--- src/rtl/pipe_pkg.sv ---
// pipe_pkg: shared data-memory defaults and access FSM state encoding
package pipe_pkg;
  localparam int ADDR_W_DEF = 64;
  localparam int DATA_W_DEF = 64;
  localparam int TIMEOUT_DEF = 16;
  typedef enum logic [1:0] {IDLE, REQ, DONE, ERR} dmem_state_e;
endpackage

--- src/rtl/dmem_wait_ctr.sv ---
// dmem_wait_ctr: saturating 8-bit wait counter with terminal count at TIMEOUT-1
module dmem_wait_ctr import pipe_pkg::*; #(
  parameter int TIMEOUT = TIMEOUT_DEF
) (
  input  logic clk,
  input  logic rst,
  input  logic clr_i,
  input  logic en_i,
  output logic tc_o
);
  logic [7:0] cnt_q, cnt_d;
  always_comb cnt_d = clr_i ? 8'd0 : (en_i && cnt_q != 8'hff) ? cnt_q + 8'd1 : cnt_q;
  always_ff @(posedge clk) cnt_q <= rst ? 8'd0 : cnt_d;
  assign tc_o = cnt_q == 8'(TIMEOUT - 1);
endmodule

--- src/rtl/dmem_access_unit.sv ---
// dmem_access_unit: MEM-stage data-memory handshake FSM with stall, timeout and branch resolve
// Optional misaligned-access trap enabled by defining DMEM_MISALIGN_TRAP_EN.
module dmem_access_unit import pipe_pkg::*; #(
  parameter int ADDR_W  = ADDR_W_DEF,
  parameter int DATA_W  = DATA_W_DEF,
  parameter int TIMEOUT = TIMEOUT_DEF
) (
  input  logic              clk,
  input  logic              rst,
  input  logic              MEM_MemRead,
  input  logic              MEM_MemWrite,
  input  logic [ADDR_W-1:0] MEM_ALUresult,
  input  logic [DATA_W-1:0] MEM_MemData,
  input  logic              MEM_Branch,
  input  logic              MEM_zero,
  input  logic [63:0]       MEM_PCadd,
  output logic              PCSrc,
  output logic [63:0]       BranchTarget,
  output logic              stall,
  output logic [DATA_W-1:0] MEM_ReadData,
  output logic              rdata_valid,
`ifdef DMEM_MISALIGN_TRAP_EN
  output logic              misalign,
`endif
  output logic              bus_err,
  output logic              dm_req,
  output logic              dm_we,
  output logic [ADDR_W-1:0] dm_addr,
  output logic [DATA_W-1:0] dm_wdata,
  input  logic              dm_ready,
  input  logic [DATA_W-1:0] dm_rdata
);
  dmem_state_e       state_q, state_d;
  logic [ADDR_W-1:0] addr_q, addr_d;
  logic [DATA_W-1:0] wdata_q, wdata_d, rdata_q, rdata_d;
  logic              we_q, we_d, mis_q, mis_d, tc, access, misal;
  assign access = MEM_MemRead | MEM_MemWrite;
`ifdef DMEM_MISALIGN_TRAP_EN
  assign misal = MEM_ALUresult[2:0] != 3'b0;
  assign misalign = state_q == ERR && mis_q;
`else
  assign misal = 1'b0;
`endif
  dmem_wait_ctr #(.TIMEOUT(TIMEOUT)) u_wait_ctr (
    .clk  (clk),
    .rst  (rst),
    .clr_i(state_q == IDLE),
    .en_i (state_q == REQ),
    .tc_o (tc)
  );
  always_comb begin
    state_d     = state_q;
    addr_d      = addr_q;
    we_d        = we_q;
    wdata_d     = wdata_q;
    rdata_d     = rdata_q;
    mis_d       = mis_q;
    stall       = 1'b0;
    dm_req      = 1'b0;
    rdata_valid = 1'b0;
    bus_err     = 1'b0;
    case (state_q)
      IDLE: if (access) begin
        stall   = 1'b1;
        mis_d   = misal;
        state_d = misal ? ERR : REQ;
        rdata_d = misal ? '0 : rdata_q;
        addr_d  = misal ? addr_q : MEM_ALUresult;
        we_d    = misal ? we_q : MEM_MemWrite;
        wdata_d = misal ? wdata_q : MEM_MemData;
      end
      REQ: begin
        stall   = 1'b1;
        dm_req  = 1'b1;
        // a ready on the terminal-count cycle still completes the transfer
        state_d = dm_ready ? DONE : tc ? ERR : REQ;
        rdata_d = (dm_ready && !we_q) ? dm_rdata : (!dm_ready && tc) ? '0 : rdata_q;
      end
      DONE: begin
        rdata_valid = !we_q;
        state_d     = IDLE;
      end
      default: begin
        bus_err = !mis_q;
        state_d = IDLE;
      end
    endcase
  end
  always_ff @(posedge clk) begin
    if (rst) begin
      state_q <= IDLE;
      addr_q  <= '0;
      we_q    <= 1'b0;
      wdata_q <= '0;
      rdata_q <= '0;
      mis_q   <= 1'b0;
    end else begin
      state_q <= state_d;
      addr_q  <= addr_d;
      we_q    <= we_d;
      wdata_q <= wdata_d;
      rdata_q <= rdata_d;
      mis_q   <= mis_d;
    end
  end
  assign dm_addr      = addr_q;
  assign dm_we        = we_q;
  assign dm_wdata     = wdata_q;
  assign MEM_ReadData = rdata_q;
  assign PCSrc        = MEM_Branch & MEM_zero & ~stall;
  assign BranchTarget = MEM_PCadd;
endmodule

--- config.mk ---
export PLATFORM = sky130hd
export DESIGN_NAME = dmem_access_unit
export DESIGN_NICKNAME = d
export VERILOG_FILES = /design/src/rtl/pipe_pkg.sv /design/src/rtl/dmem_wait_ctr.sv /design/src/rtl/dmem_access_unit.sv
export SDC_FILE = /design/constraint.sdc
export NUM_CORES = 1
export LEC_CHECK = 0
export CORE_AREA = 2 2 206 208
export CTS_BUF_LIST = sky130_fd_sc_hd__clkbuf_4 sky130_fd_sc_hd__clkbuf_8
export DETAILED_ROUTE_END_ITERATION = 7
export DIE_AREA = 0 0 208 210
export DONT_BUFFER_PORTS = 1
export GPL_TIMING_DRIVEN = 0
export REMOVE_ABC_BUFFERS = 1
export SYNTH_ARGS = -nofsm -noshare
export SYNTH_HDL_FRONTEND = slang
export SYNTH_HIERARCHICAL = 1
export SYNTH_SLANG_ARGS = --single-unit
export TNS_END_PERCENT = 30
--- constraint.sdc ---
create_clock -name clk -period 1.9 [get_ports clk]
set_clock_uncertainty 0.15 [all_clocks]
set_input_delay 0.285 -clock clk [delete_from_list [all_inputs] [get_ports clk]]
set_output_delay 0.285 -clock clk [all_outputs]
set_load 0.03 [all_outputs]
# Word level (Yosys, flattened, before mapping)
# Cells that the tools add are included.
# classes
addsub	1
multipliers	0
div	0
n_lt_le_gt_ge	0
eq_ne	5
shift	0
muxes	11
bitwise_logic	4
n_reduce_logical	11
# ops
cell	n
$mux 64	2
$add 8x1->8 const B	1
$eq 8x4->1 const B	1
$ne 8x8->1 const B	1
$mux 2	3
$mux 1	4
$pmux 2 s2	1
$reduce_and 2->1	2
$logic_and 1x1->1	3
$reduce_or 3->1	1
$and 1x1->1	2
$eq 2x1->1 const B	1
$eq 2x2->1 const B	1
$logic_not 1->1	2
$logic_not 2->1	1
$ne 2x2->1 const B	1
$pmux 1 s2	1
$reduce_bool 2->1	1
$reduce_or 2->1	1
$not 1->1	1
$or 1x1->1	1
# totals
reg_bits	203
latch_bits	0
mem_bits_rw	0
mem_bits_ro	0
output_inout_bits	262
elab_cells	38
mem_count	0

# Logic depth before layout (Yosys ltp)
# Gate-level depths: netlist of run 1.
# logic_depth
depth_word	5
ltp_mapped	7
mapped_depth_nobuf	6

# Hierarchy
# The synthesis of run 1 kept the hierarchy.
# by_module_without_submodules
mod	instances	cells_each	area_per_inst_um2	seq_area_each_um2
dmem_access_unit	1	819	7521.0	3903.7
dmem_wait_ctr	1	49	435.4	160.2

# Worst setup path before layout of run 1
# OpenSTA, ideal clock, no wires.
# synth_path
path_kind	flip-flop to flip-flop
start	register u_wait_ctr.cnt_q[4]
end	register rdata_q[10] (netlist: MEM_ReadData[10])
setup_time_ns	0.117
arrival_ns	1.738
setup_slack_ns	-0.106
stages_incl_launch_ff	8
n_path_buf	2
period_less_slack_ns	2.006
cell_sequence	dfxtp_1 buf_6 or4_1 nor2_1 nor2b_1 o21ai_2 clkbuf_1 a32o_1
# synth_via
elab_chain_len	4
# synth_rtl
item	line_no	text
from (decl)	dmem_wait_ctr.sv:11	logic [7:0] cnt_q, cnt_d;
from (signal assigned)	dmem_wait_ctr.sv:13	always_ff @(posedge clk) cnt_q <= rst ? 8'd0 : cnt_d;
$eq 8x4->1	dmem_wait_ctr.sv:14	assign tc_o = cnt_q == 8'(TIMEOUT - 1);
net tc	dmem_access_unit.sv:36	logic we_q, we_d, mis_q, mis_d, tc, access, misal;
$logic_and 1x1->1	dmem_access_unit.sv:77	rdata_d = (dm_ready && !we_q) ? dm_rdata : (!dm_ready && tc) ? '0 : rdata_q;
$reduce_bool 2->1 (no source line)	n/a	
$reduce_and 2->1 (no source line)	n/a	
to (signal assigned)	dmem_access_unit.sv:102	rdata_q <= rdata_d;
to (decl)	dmem_access_unit.sv:35	logic [DATA_W-1:0] wdata_q, wdata_d, rdata_q, rdata_d;
# The timed path passes the listed nets, and every way through them passes these cells.
# A chain may end at the register's enable or synchronous reset.

# Final worst setup path of run 1
# layout_path
start	register u_wait_ctr.cnt_q[7]
end	register rdata_q[50] (netlist: MEM_ReadData[50])
# Same word-level chain as after synthesis.

==> results by group, run 1 <==
Clock network
  – CTS root buffer: clkbuf_8
  – Clock Tree Buf Depth: 3
  – Clk slew on worst S/H paths: 70 ps
  – Skew-Pair Late Insertion Delay: 560 ps
  – Clock tree from TritonCTS: yes
  – Clock sink count: 203
  – H-tree depth: 2
  – TritonCTS Buffers: 35

Synthesis
  – Asr flop ratio synth: 0%
  – Xor and xnor area share after synthesis: 0%
  – Yosys cell types: 40
  – Most area-hungry cell type in the Yosys netlist: dfxtp_1
  – Commonest cells in the netlist: 203 x dfxtp_1, 131 x a21oi_1, 130 x nand3_1, 130 x o21ai_0
  – Dominant synthesized flop cell: dfxtp_1
  – Post-synthesis adder-cell area fraction: less than 1%
  – Avg Cell Area, Syn: between 9 and 10 sq um
  – Post-synth EDFFs: 0
  – Ys Warns: 6
  – Compound-Gate Fraction of Synth Area: approximately a quarter
  – Mux cell area share after synthesis: less than 1%
  – Top cell type's share of synthesized area: 51.1%
  – #FFs+latches synth: 203
  – Post-Synth Simple-Gate Area: 10.7%
  – Cells after synthesis: a little under 900
  – Most common cell in the netlist: dfxtp_1
  – Mapped Area: 0.00796 sq mm
  – Synth top area cells: dfxtp_1 51%, a21oi_1 8.2%, nand3_1 8.2%
  – Register area share after synthesis: 51.1%
  – Main combinational cell family by area after synthesis: compound AO/OA/AOI/OAI gates

Worst setup path
  – Kind of critical path: reg -> reg
  – Critical Path Sink Type: flop
  – Worst Path Required: 2190 ps
  – Startpoint types: flop
  – Arr. time, crit path: 2360 ps
  – Top fanout value on the critical path: 20

GRT
  – Antenna violations before repair: 1
  – Largest net degree at the start of global routing: 137
  – GRT Total Usage: between 10 and 15%
  – Vias in the first global route: 6928
  – GR Overflow Total: 0
  – First-pass GRT wire length: 46.7 mm

Timing
  – Worst hold slack: -367 ps
  – Fin. Hold Viols: approximately 140
  – Slew @ Worst Pin: 776 ps
  – F_max: roughly 0.48 GHz
  – Post-layout min period: 2070 ps
  – Tcrit/Tclk final: 109%
  – Unrepaired setup endpoints after global routing: yes
  – Relative slew slack: 48.2%
  – Final setup margin: -168 ps
  – Final setup violation count: 65
  – Slew Limit Fails: 0

Final layout
  – FILL cells: 4425
  – Register area: 0.00408 sq mm
  – Post-layout util: 23.2%
  – Fin area: 0.00961 sq mm
  – Nets@finish: between 1k and 1.5k
  – Area of the multi-input gates: 0.00307 sq mm
  – Diodes inserted: 0
  – Share of cells above drive strength 1: 12.9%
  – Syn-to-layout area delta: 20.8%
  – Finished Layout Cells: around 1.4k

Placed design
  – Inst Count DP: 1258
  – Post-Place Worst Slack: -1460 ps
  – Post-DP Area: 0.00787 sq mm
  – Count of input and output buffers: 0
  – Post-DP HPWL: 20.1 mm
  – Placer congestion estimate: 0.700

Status
  – Run status: finished, violations left
  – Failing checks: hold timing, setup timing

Die
  – Die Span Y: 210 microns
  – Effective utilization at floorplan: 19.2%
  – Die Span X: 208 microns
  – Ports: 525
  – Die area: 0.0437 sq mm
  – Placement row count: 75
  – Core Area: just over 0.04 sq mm

Drt
  – ANT nets after route: 0
  – Drt drc: 0
  – Starting DRC count in detailed routing: about 600
  – Vias after detailed routing: 7085
  – Detailed Routing Iterations Pass 1: 8
  – Routed WL: 33.8 mm
  – Vias/cell: 5.05
  – WL/cell: 24.1 microns

Min path
  – HP Class: in -> reg

Power and ir drop
  – PD cells: 1130 mW/mm^2
  – Worst VDD drop: 0.582 mV
  – Total power: roughly 0.011 W
  – Cell leakage power: ~3.3 nW

Run
  – # Max-Cap Violations: 0
cell families (layout without fill, tap and decap cells):
family          Yosys count  after routing
compound gates          337            338
fa+ha+maj                 1              1
buf+inv                 160            152
flops                   203            203
mux                       3              3
simple gates            164            168
layer usage:
layer / up-vias / global-route usage, % / wire (microns)
met5: - / 6.45 / 366
met4: 10 / 5.77 / 1160
met3: 85 / 12.2 / 6250
met2: 590 / 21.2 / 14200
met1: 3329 / 14.5 / 11800
li1: 3071 / - / -
metrics by stage:
step / setup TNS, ps / hold WS, ps
floorplan: -329400 / 204
global placement: -744010 / 214
detailed placement: -149970 / 216
CTS: -8560 / -417
global route: -11950 / -415
finish: -8230 / -367
critical path, stage by stage, from the launching register on:
cell	delay, ps
dfxtp_2	350
or4_4	550
nor2_4	100
nor2b_4	180
o21ai_4	140
buf_12	200
a32o_1	270
placed cells by master, fill, tap and decap left out, types with 3 or more instances in the layout:
master	instances
mux2i_1	3
clkbuf_8	46
or2_4	5
clkinv_2	3
a32o_1	64
buf_6	3
buf_16	3
buf_12	5
buf_4	8
clkbuf_4	10
o21ai_0	130
dfxtp_1	197
a21oi_1	131
nand2_1	7
nand3_1	130
nor2_4	3
nand4_1	4
dlygate4sd3_1	67
dfxtp_2	3
dfxtp_4	3
a211oi_1	3
sequential cells by signal (all words and copies together) (netlist names):
signal and count:
dm_wdata 64, dm_addr 64, u_wait_ctr/cnt_q 8, dm_we 1, MEM_ReadData 64, state_q 2
where the power goes:
part / switching, W / internal (W)
combinational: 0.000671 / 0.000425
clock: 0.00188 / 0.00263
sequential: 0.000755 / 0.00454
path summary, 6_finish.rpt:
| check | slack, ps | cells past startpoint | start | end |
|---|---|---|---|---|
| setup / recovery | -170 | 6 | u_wait_ctr/cnt_q[7]$_SDFFE_PP0P_ | MEM_ReadData[50]$_SDFFE_PP0P_ |
| hold / removal | -370 | 1 | rst | dm_addr[61]$_SDFFE_PP0P_ |
| setup reg to reg | -170 | 6 | u_wait_ctr/cnt_q[7]$_SDFFE_PP0P_ | MEM_ReadData[50]$_SDFFE_PP0P_ |
| hold reg to reg | 330 | 1 | u_wait_ctr/cnt_q[4]$_SDFFE_PP0P_ | u_wait_ctr/cnt_q[4]$_SDFFE_PP0P_ |
what timing repair did:
action | 4_1_cts | 5_1_grt
resized for setup | 26 | 11
endpoints found under the hold margin | 203 | 139
cloned | 7 | 2
setup buffers | 8 | 1
endpoints found under the setup margin | 204 | 137
hold buffers | 66 | 1
pin swaps | 4 | 14
area by class of cell:
class                           instances  share of cell area [%]
Clock buffer                           56                    7.37
Clock inverter                          5                   0.781
Inverter                                4                   0.325
Multi-Input combinational cell        510                    32.0
Sequential cell                       203                    42.4
Tap cell                              539                    7.02
Timing Repair Buffer                   87                    10.1
Power figures use the tool's default switching activity.
==> inputs of run 2 (changes only) <==
==> constraint.sdc (replaced) <==
create_clock -name clk -period 1.7 [get_ports clk]
set_clock_uncertainty 0.15 [all_clocks]
set_input_delay 0 -clock clk [delete_from_list [all_inputs] [get_ports clk]]
set_output_delay 0 -clock clk [all_outputs]
set_load 0.03 [all_outputs]
==> run 2 against run 1 <==
Compared with the run above: flip-flop and latch count is the same; hold slack got worse by 280 ps; design area increased by 14%; first-iteration DRC count rose by 58%; wire length increased by 11%; critical path depth is the same; the flow still finishes with violations (hold timing, setup timing); register-to-register slack lost 210 ps; non-clock buffer count is 128 higher; utilization up 3.2 points; largest power group unchanged; power grew 17%; sequential share of layout area decreased by 5.2 points.
==> results by group, run 2 (synthesis gave the netlist of run 1 again) <==
Timing
  – Tcrit/Tclk final: 122%
  – F_max: between 0.4 and 0.5 GHz
  – Relative slew slack: 45.5%
  – Slew @ Worst Pin: 815 ps
  – Final setup violation count: 66
  – Final setup margin: -380 ps
  – Post-layout min period: 2080 ps
  – Unrepaired setup endpoints after global routing: yes
  – Worst hold slack: -645 ps
  – Total negative slack: -21900 ps
  – Slew Limit Fails: 0
  – Fin. Hold Viols: 141

Power and ir drop
  – PD cells: 1160 mW/mm^2
  – Worst VDD drop: roughly 0.65 mV
  – Cell leakage power: slightly below 4 nW

Worst setup path
  – Reg2Reg Depth: 6
  – Startpoint types: flop
  – Kind of critical path: reg -> reg
  – Critical Path Sink Type: flop
  – Worst Path Required: around 2000 ps
  – Top fanout value on the critical path: 19
  – Arr. time, crit path: 2370 ps

Clock network
  – TritonCTS Buffers: 35
  – Clock Tree Buf Depth: 3
  – CTS root buffer: clkbuf_8
  – Clock tree from TritonCTS: yes
  – H-tree depth: 2
  – Skew-Pair Late Insertion Delay: 560 ps
  – Clock sink count: 203
  – Clk slew on worst S/H paths: 70 ps

Placed design
  – Inst Count DP: about 1.3k
  – Count of input and output buffers: 0
  – Placer congestion estimate: 0.700
  – Post-Place Worst Slack: -1660 ps
  – Post-DP HPWL: 20.1 mm

Die
  – Die Span X: 208 microns
  – Effective utilization at floorplan: 19.2%
  – Die Span Y: about 210 microns
  – Core Area: 0.0415 sq mm
  – Placement row count: 75
  – Ports: 525
  – Die area: 0.0437 sq mm

Drt
  – Routed WL: around 37 mm
  – Drt drc: 0
  – Vias after detailed routing: ~8k
  – Vias/cell: 5.09
  – ANT nets after route: 0
  – WL/cell: 24.2 microns
  – Starting DRC count in detailed routing: 927
  – Detailed Routing Iterations Pass 1: 7

Final layout
  – Share of cells above drive strength 1: approximately an eighth
  – Most frequent cells in the layout: 197 x dfxtp_1, 191 x dlygate4sd3_1, 130 x nand3_1, 130 x a21oi_1, 116 x o21ai_0
  – Finished Layout Cells: 1545
  – Syn-to-layout area delta: 37.7%
  – FILL cells: 4278
  – Commonest non-fill, non-tap cell in the layout: dfxtp_1
  – Nets@finish: roughly 1.2k

GRT
  – GR Overflow Total: 0
  – First-pass GRT wire length: 51.8 mm
  – Antenna violations before repair: 14
  – GRT Total Usage: 16.0%
  – Largest net degree at the start of global routing: 137
  – Vias in the first global route: ~7.5k

Status
  – Run status: finished, violations left
  – Failing checks: hold timing, setup timing

Run
  – # Max-Cap Violations: 0

Min path
  – Cells on Worst Hold Path: 1
  – HP Class: in -> reg
run 2: worst paths after layout:
kind	slack, ps	from	endpoint
worst max register to register	-380	u_wait_ctr/cnt_q[7]$_SDFFE_PP0P_	MEM_ReadData[18]$_SDFFE_PP0P_
worst min register to register	340	u_wait_ctr/cnt_q[4]$_SDFFE_PP0P_	u_wait_ctr/cnt_q[4]$_SDFFE_PP0P_
worst min-delay path	-640	rst	dm_addr[63]$_SDFFE_PP0P_
worst max-delay path	-380	u_wait_ctr/cnt_q[7]$_SDFFE_PP0P_	MEM_ReadData[18]$_SDFFE_PP0P_
run 2: power breakdown:
| part | internal [W] | switching [W] | total, W | leakage [nW] |
|---|---|---|---|---|
| registers | 0.00507 | 0.000852 | 0.00593 | 1.67 |
| logic | 0.000701 | 0.00108 | 0.00178 | 1.78 |
| clock network | 0.00294 | 0.00209 | 0.00503 | 0.417 |
run 2: stage by stage:
| stage | utilization (%) | area (sq um) | power, W | hold WS, ps |
|---|---|---|---|---|
| after floorplan | - | 7020 | 0.00655 | -150 |
| after global placement | 18.5 | 7690 | 0.00684 | -150 |
| after detailed placement | 19.0 | 7870 | 0.00692 | -150 |
| after CTS | 26.2 | 10900 | 0.0128 | -702 |
| after global routing | 26.4 | 10900 | 0.0132 | -702 |
| final | 26.4 | 11000 | 0.0127 | -645 |
run 2: worst max-delay path, stage by stage (launching register included):
cell       delay [ps]
dfxtp_2           350
or4_4             550
nor2_4            100
nor2b_4           180
o21ai_4           130
clkbuf_16         220
a32o_1            270
run 2: layout make-up:
cell class / instances / area (sq um) / share of cell area [%]
Antenna cell: 11 / 27.5 / 0.251
Clock buffer: 56 / 708 / 6.46
Clock inverter: 5 / 75.1 / 0.685
Inverter: 4 / 31.3 / 0.285
Multi-Input combinational cell: 510 / 3080 / 28.1
Sequential cell: 203 / 4080 / 37.2
Tap cell: 539 / 674 / 6.15
Timing Repair Buffer: 215 / 2260 / 20.6
Timing Repair inverter: 2 / 20.0 / 0.183
run 2: what timing repair did:
item,in CTS,in global routing
setup endpoints to repair,204,111
pin swaps,4,18
gates resized for setup,33,27
hold buffers,188,3
endpoints found under the hold margin,267,162
buffers inserted,12,1
gates cloned,10,1
run 2: layer usage:
| layer | global-route usage [%] | wire length, microns | up-vias |
|---|---|---|---|
| met5 | 0 | 93 | - |
| met4 | 5.99 | 1200 | 14 |
| met3 | 9.76 | 5780 | 106 |
| met2 | 23.3 | 15900 | 646 |
| met1 | 19.0 | 14500 | 3756 |
| li1 | - | - | 3347 |
==> inputs of run 3 (changes only) <==
--- a/config.mk
+++ b/config.mk
@@ -6,7 +6,7 @@
 export NUM_CORES = 1
 export LEC_CHECK = 0
 export CORE_AREA = 2 2 206 208
-export CTS_BUF_LIST = sky130_fd_sc_hd__clkbuf_4 sky130_fd_sc_hd__clkbuf_8
+export CTS_BUF_LIST = sky130_fd_sc_hd__clkbuf_4
 export DETAILED_ROUTE_END_ITERATION = 7
 export DIE_AREA = 0 0 208 210
 export DONT_BUFFER_PORTS = 1
==> constraint.sdc (replaced) <==
create_clock -name clk -period 2.3 [get_ports clk]
set_clock_uncertainty 0.15 [all_clocks]
set_input_delay 0 -clock clk [delete_from_list [all_inputs] [get_ports clk]]
set_output_delay 0 -clock clk [all_outputs]
set_load 0.03 [all_outputs]
==> run 3 against run 2 <==
Compared with the run above: the flow now stops in 4_1_cts; synthesized cell count stayed put; area after synthesis unchanged.
==> results by group, run 3 <==
Clock network
  – Clock sink count: 203
  – CTS root buffer: clkbuf_4
  – Post-CTS setup buffer count: 1
  – Clock Tree Buf Depth: 3
  – TritonCTS Buffers: between 50 and 60
  – # hold bufs at CTS: 273
  – H-tree depth: 2
  – CTS resizes: 7

Synthesis
  – Most common cell in the netlist: dfxtp_1
  – Most area-hungry cell type in the Yosys netlist: dfxtp_1
  – Dominant synthesized flop cell: dfxtp_1
  – Synth top area cells: dfxtp_1 51%, a21oi_1 8.2%, nand3_1 8.2%
  – Asr flop ratio synth: 0%
  – Post-synth EDFFs: 0
  – Yosys cell types: 40
  – Avg Cell Area, Syn: 9.17 sq um
  – Commonest cells in the netlist: 203 x dfxtp_1, 131 x a21oi_1, 130 x nand3_1, 130 x o21ai_0
  – Top cell type's share of synthesized area: 51.1%
  – #FFs+latches synth: 203
  – Mapped Area: roughly 0.008 sq mm
  – Cells after synthesis: 868
  – Ys Warns: 6
  – Register area share after synthesis: approximately half

Status
  – Run status: did not finish
  – Failed at: 4_1_cts
  – First reported error: [ERROR RSZ-0060] Max buffer count reached.

Placed design
  – Count of input and output buffers: 0
  – Post-DP HPWL: 20.1 mm
  – Placer congestion estimate: 0.700
  – Inst Count DP: ~1.3k

Die
  – Placement row count: 75
  – Ports: 525
  – Effective utilization at floorplan: 19.2%
  – Die Span Y: 210 microns
  – Die Span X: approximately 210 microns
run 3: cell counts after synthesis:
No cell type changed its count.
run 3: stage by stage:
stage	setup slack [ps]	utilization (%)	instance area (sq um)	setup TNS, ps	hold slack, ps
after global placement	-3930	18.5	7690	-605980	-150
after detailed placement	-1060	19.0	7870	-77790	-150
after floorplan	-1260	-	7020	-191370	-150
run 3: cells by family after synthesis:
kind of cell	after synthesis	share of synthesized area (%)
AND/OR/NAND/NOR	164	10.7
multiplexers	3	0.377
flip-flops	203	51.1
adder cells (fa/ha/maj)	1	0.157
buffers and inverters	160	12.0
AO/OA/AOI/OAI	337	25.6
==> inputs of run 4 (changes only) <==
--- a/config.mk
+++ b/config.mk
@@ -6,11 +6,11 @@
 export NUM_CORES = 1
 export LEC_CHECK = 0
 export CORE_AREA = 2 2 206 208
-export CTS_BUF_LIST = sky130_fd_sc_hd__clkbuf_4
 export DETAILED_ROUTE_END_ITERATION = 7
 export DIE_AREA = 0 0 208 210
 export DONT_BUFFER_PORTS = 1
 export GPL_TIMING_DRIVEN = 0
+export PLACE_DENSITY_LB_ADDON = 0.15
 export REMOVE_ABC_BUFFERS = 1
 export SYNTH_ARGS = -nofsm -noshare
 export SYNTH_HDL_FRONTEND = slang
==> run 4 against run 3 <==
Compared with the run above: the flow now finishes, with violations (hold timing).
==> results by group, run 4 (synthesis gave the netlist of run 1 again) <==
Status
  – Run status: finished, violations left
  – Failing checks: hold timing

Power and ir drop
  – Gate power share: 13.0%
  – Cell leakage power: about 3.8 nW
  – Total power: 0.00940 W
  – Worst VDD drop: about 0.56 mV
  – NetSw: ~0.0029 W
  – Switching Share: 30.8%
  – Sequential power share: 46.7%
  – PD cells: 860 mW/mm^2
  – Clk network pwr share: 40.3%
  – Internal power contribution: 0.00650 W

Worst setup path
  – Worst R2R Start: u_wait_ctr/cnt_q[4]$_SDFFE_PP0P_
  – CP Cell Sequence: nor3b_1
  – Top fanout value on the critical path: 4
  – Reg2Reg Depth: 7
  – Slowest CP cell: nor3b_1
  – Crit path buffers/inverters: 0
  – Kind of critical path: reg -> out
  – Reg2reg setup slack: 90 ps
  – Arr. time, crit path: 2070 ps
  – Startpoint types: flop
  – FF-to-FF End: MEM_ReadData[14]$_SDFFE_PP0P_
  – Crit-path leading delay family: simple AND/OR/NAND/NOR gates
  – Worst Path Required: 2150 ps
  – Setup crit start: dm_we$_SDFFE_PP0P_
  – Critical Path Sink Type: primary output
  – Critical Path End: rdata_valid
  – CP peak stage delay: between 1000 and 1500 ps
  – Crit. path cell count: 1

Drt
  – Vias/cell: between 4 and 5
  – ANT nets after route: 0
  – WL/cell: roughly 24 microns
  – Routed WL: 36.1 mm
  – Starting DRC count in detailed routing: 677
  – Vias after detailed routing: 7422
  – Detailed Routing Iterations Pass 1: 8
  – Drt drc: 0

GRT
  – GRT Total Usage: 14.9%
  – Largest net degree at the start of global routing: 137
  – Antenna violations before repair: 14
  – First-pass GRT wire length: 49.8 mm
  – GR Overflow Total: 0
  – Vias in the first global route: around 7k

Final layout
  – Most frequent cells in the layout: 203 x dlygate4sd3_1, 198 x dfxtp_1, 131 x a21oi_1, 130 x nand3_1, 130 x o21ai_0
  – Fin area: around 0.011 sq mm
  – Nets@finish: between 1k and 1.5k
  – Syn-to-layout area delta: 37.3%
  – FILL cells: 4371
  – Finished Layout Cells: 1528
  – Commonest non-fill, non-tap cell in the layout: dlygate4sd3_1
  – Share of cells above drive strength 1: approximately 7.5%

Clock network
  – Skew-Pair Late Insertion Delay: 530 ps
  – Clock sink count: 203
  – CTS root buffer: clkbuf_16
  – Clock Tree Buf Depth: 3
  – TritonCTS Buffers: 25
  – Clk slew on worst S/H paths: 60 ps
  – H-tree depth: 1
  – Clock tree from TritonCTS: yes

Die
  – Die Span X: 208 microns
  – Effective utilization at floorplan: 19.2%
  – Ports: 525
  – Core Area: 0.0415 sq mm
  – Placement row count: 75
  – Die area: 0.0437 sq mm
  – Die Span Y: between 200 and 250 microns

Min path
  – HP Class: in -> reg

Timing
  – Worst hold slack: -614 ps
  – Final setup violation count: 0
  – Relative slew slack: 14.2%
  – Tcrit/Tclk final: 96.7%
  – Slew Limit Fails: 0
  – F_max: 0.450 GHz
  – Fin. Hold Viols: 136
  – Slew @ Worst Pin: 1280 ps
  – Post-layout min period: 2220 ps

Placed design
  – Post-DP Area: around 0.008 sq mm
  – Count of input and output buffers: 0
  – Inst Count DP: roughly 1.3k
  – Placer congestion estimate: 0.687
  – Post-DP HPWL: 22.4 mm

Run
  – # Max-Cap Violations: 0
[run 4: worst min-delay path by stage]
stage / startpoint / to / slack, ps / depth (start not counted)
after floorplan: MEM_PCadd[0] / BranchTarget[0] / -150 / 0
after global placement: MEM_PCadd[11] / BranchTarget[11] / -150 / 0
after detailed placement: MEM_PCadd[11] / BranchTarget[11] / -150 / 0
after CTS: rst / dm_addr[22]$_SDFFE_PP0P_ / -650 / 1
after global routing: rst / dm_addr[54]$_SDFFE_PP0P_ / -660 / 1
final: rst / dm_wdata[34]$_SDFFE_PP0P_ / -610 / 1
[run 4: per-layer routing]
layer	wire length (microns)	part of all wire, %	up-vias	GRT usage, %
met1	13900	38	3554	18.0
met2	15800	44	492	22.0
met5	55	0.15	-	1.11
met3	5570	15	46	9.45
met4	781	2.2	8	3.35
li1	-	-	3322	-
[run 4: timing repair]
item,CTS,global route
endpoints found under the hold margin,267,139
pin swaps,1,3
gates resized for setup,4,7
setup endpoints to repair,40,38
setup buffers,0,4
cloned,0,3
hold buffers,196,7
[run 4: area by class of cell]
cell class                      count  area, sq um  share of cell area, %
Sequential cell                   203         4070                   37.3
Multi-Input combinational cell    507         2980                   27.3
Timing Repair Buffer              219         2360                   21.6
Clock buffer                       36          717                   6.56
Tap cell                          539          674                   6.17
Clock inverter                      6         60.1                  0.550
Antenna cell                       14         35.0                  0.321
Inverter                            4         27.5                  0.252
[run 4: power by group through the flow]
stage | registers [W] | clock network [W] | logic [W]
after floorplan | 0.00438 | 0 | 0.000466
after global placement | 0.00447 | 0 | 0.000666
after detailed placement | 0.00446 | 0 | 0.000736
after CTS | 0.00438 | 0.00396 | 0.00116
after global routing | 0.00441 | 0.00411 | 0.00131
final | 0.00439 | 0.00379 | 0.00122
[run 4: per-stage QoR]
stage	worst slack, ps	utilization [%]	TNS, ps
after CTS	1.37	25.9	0
after global routing	-7.20	26.3	-7.20
after floorplan	-1260	-	-191370
final	75.7	26.3	0
after detailed placement	-77.1	19.2	-1270
after global placement	-4970	18.5	-779690
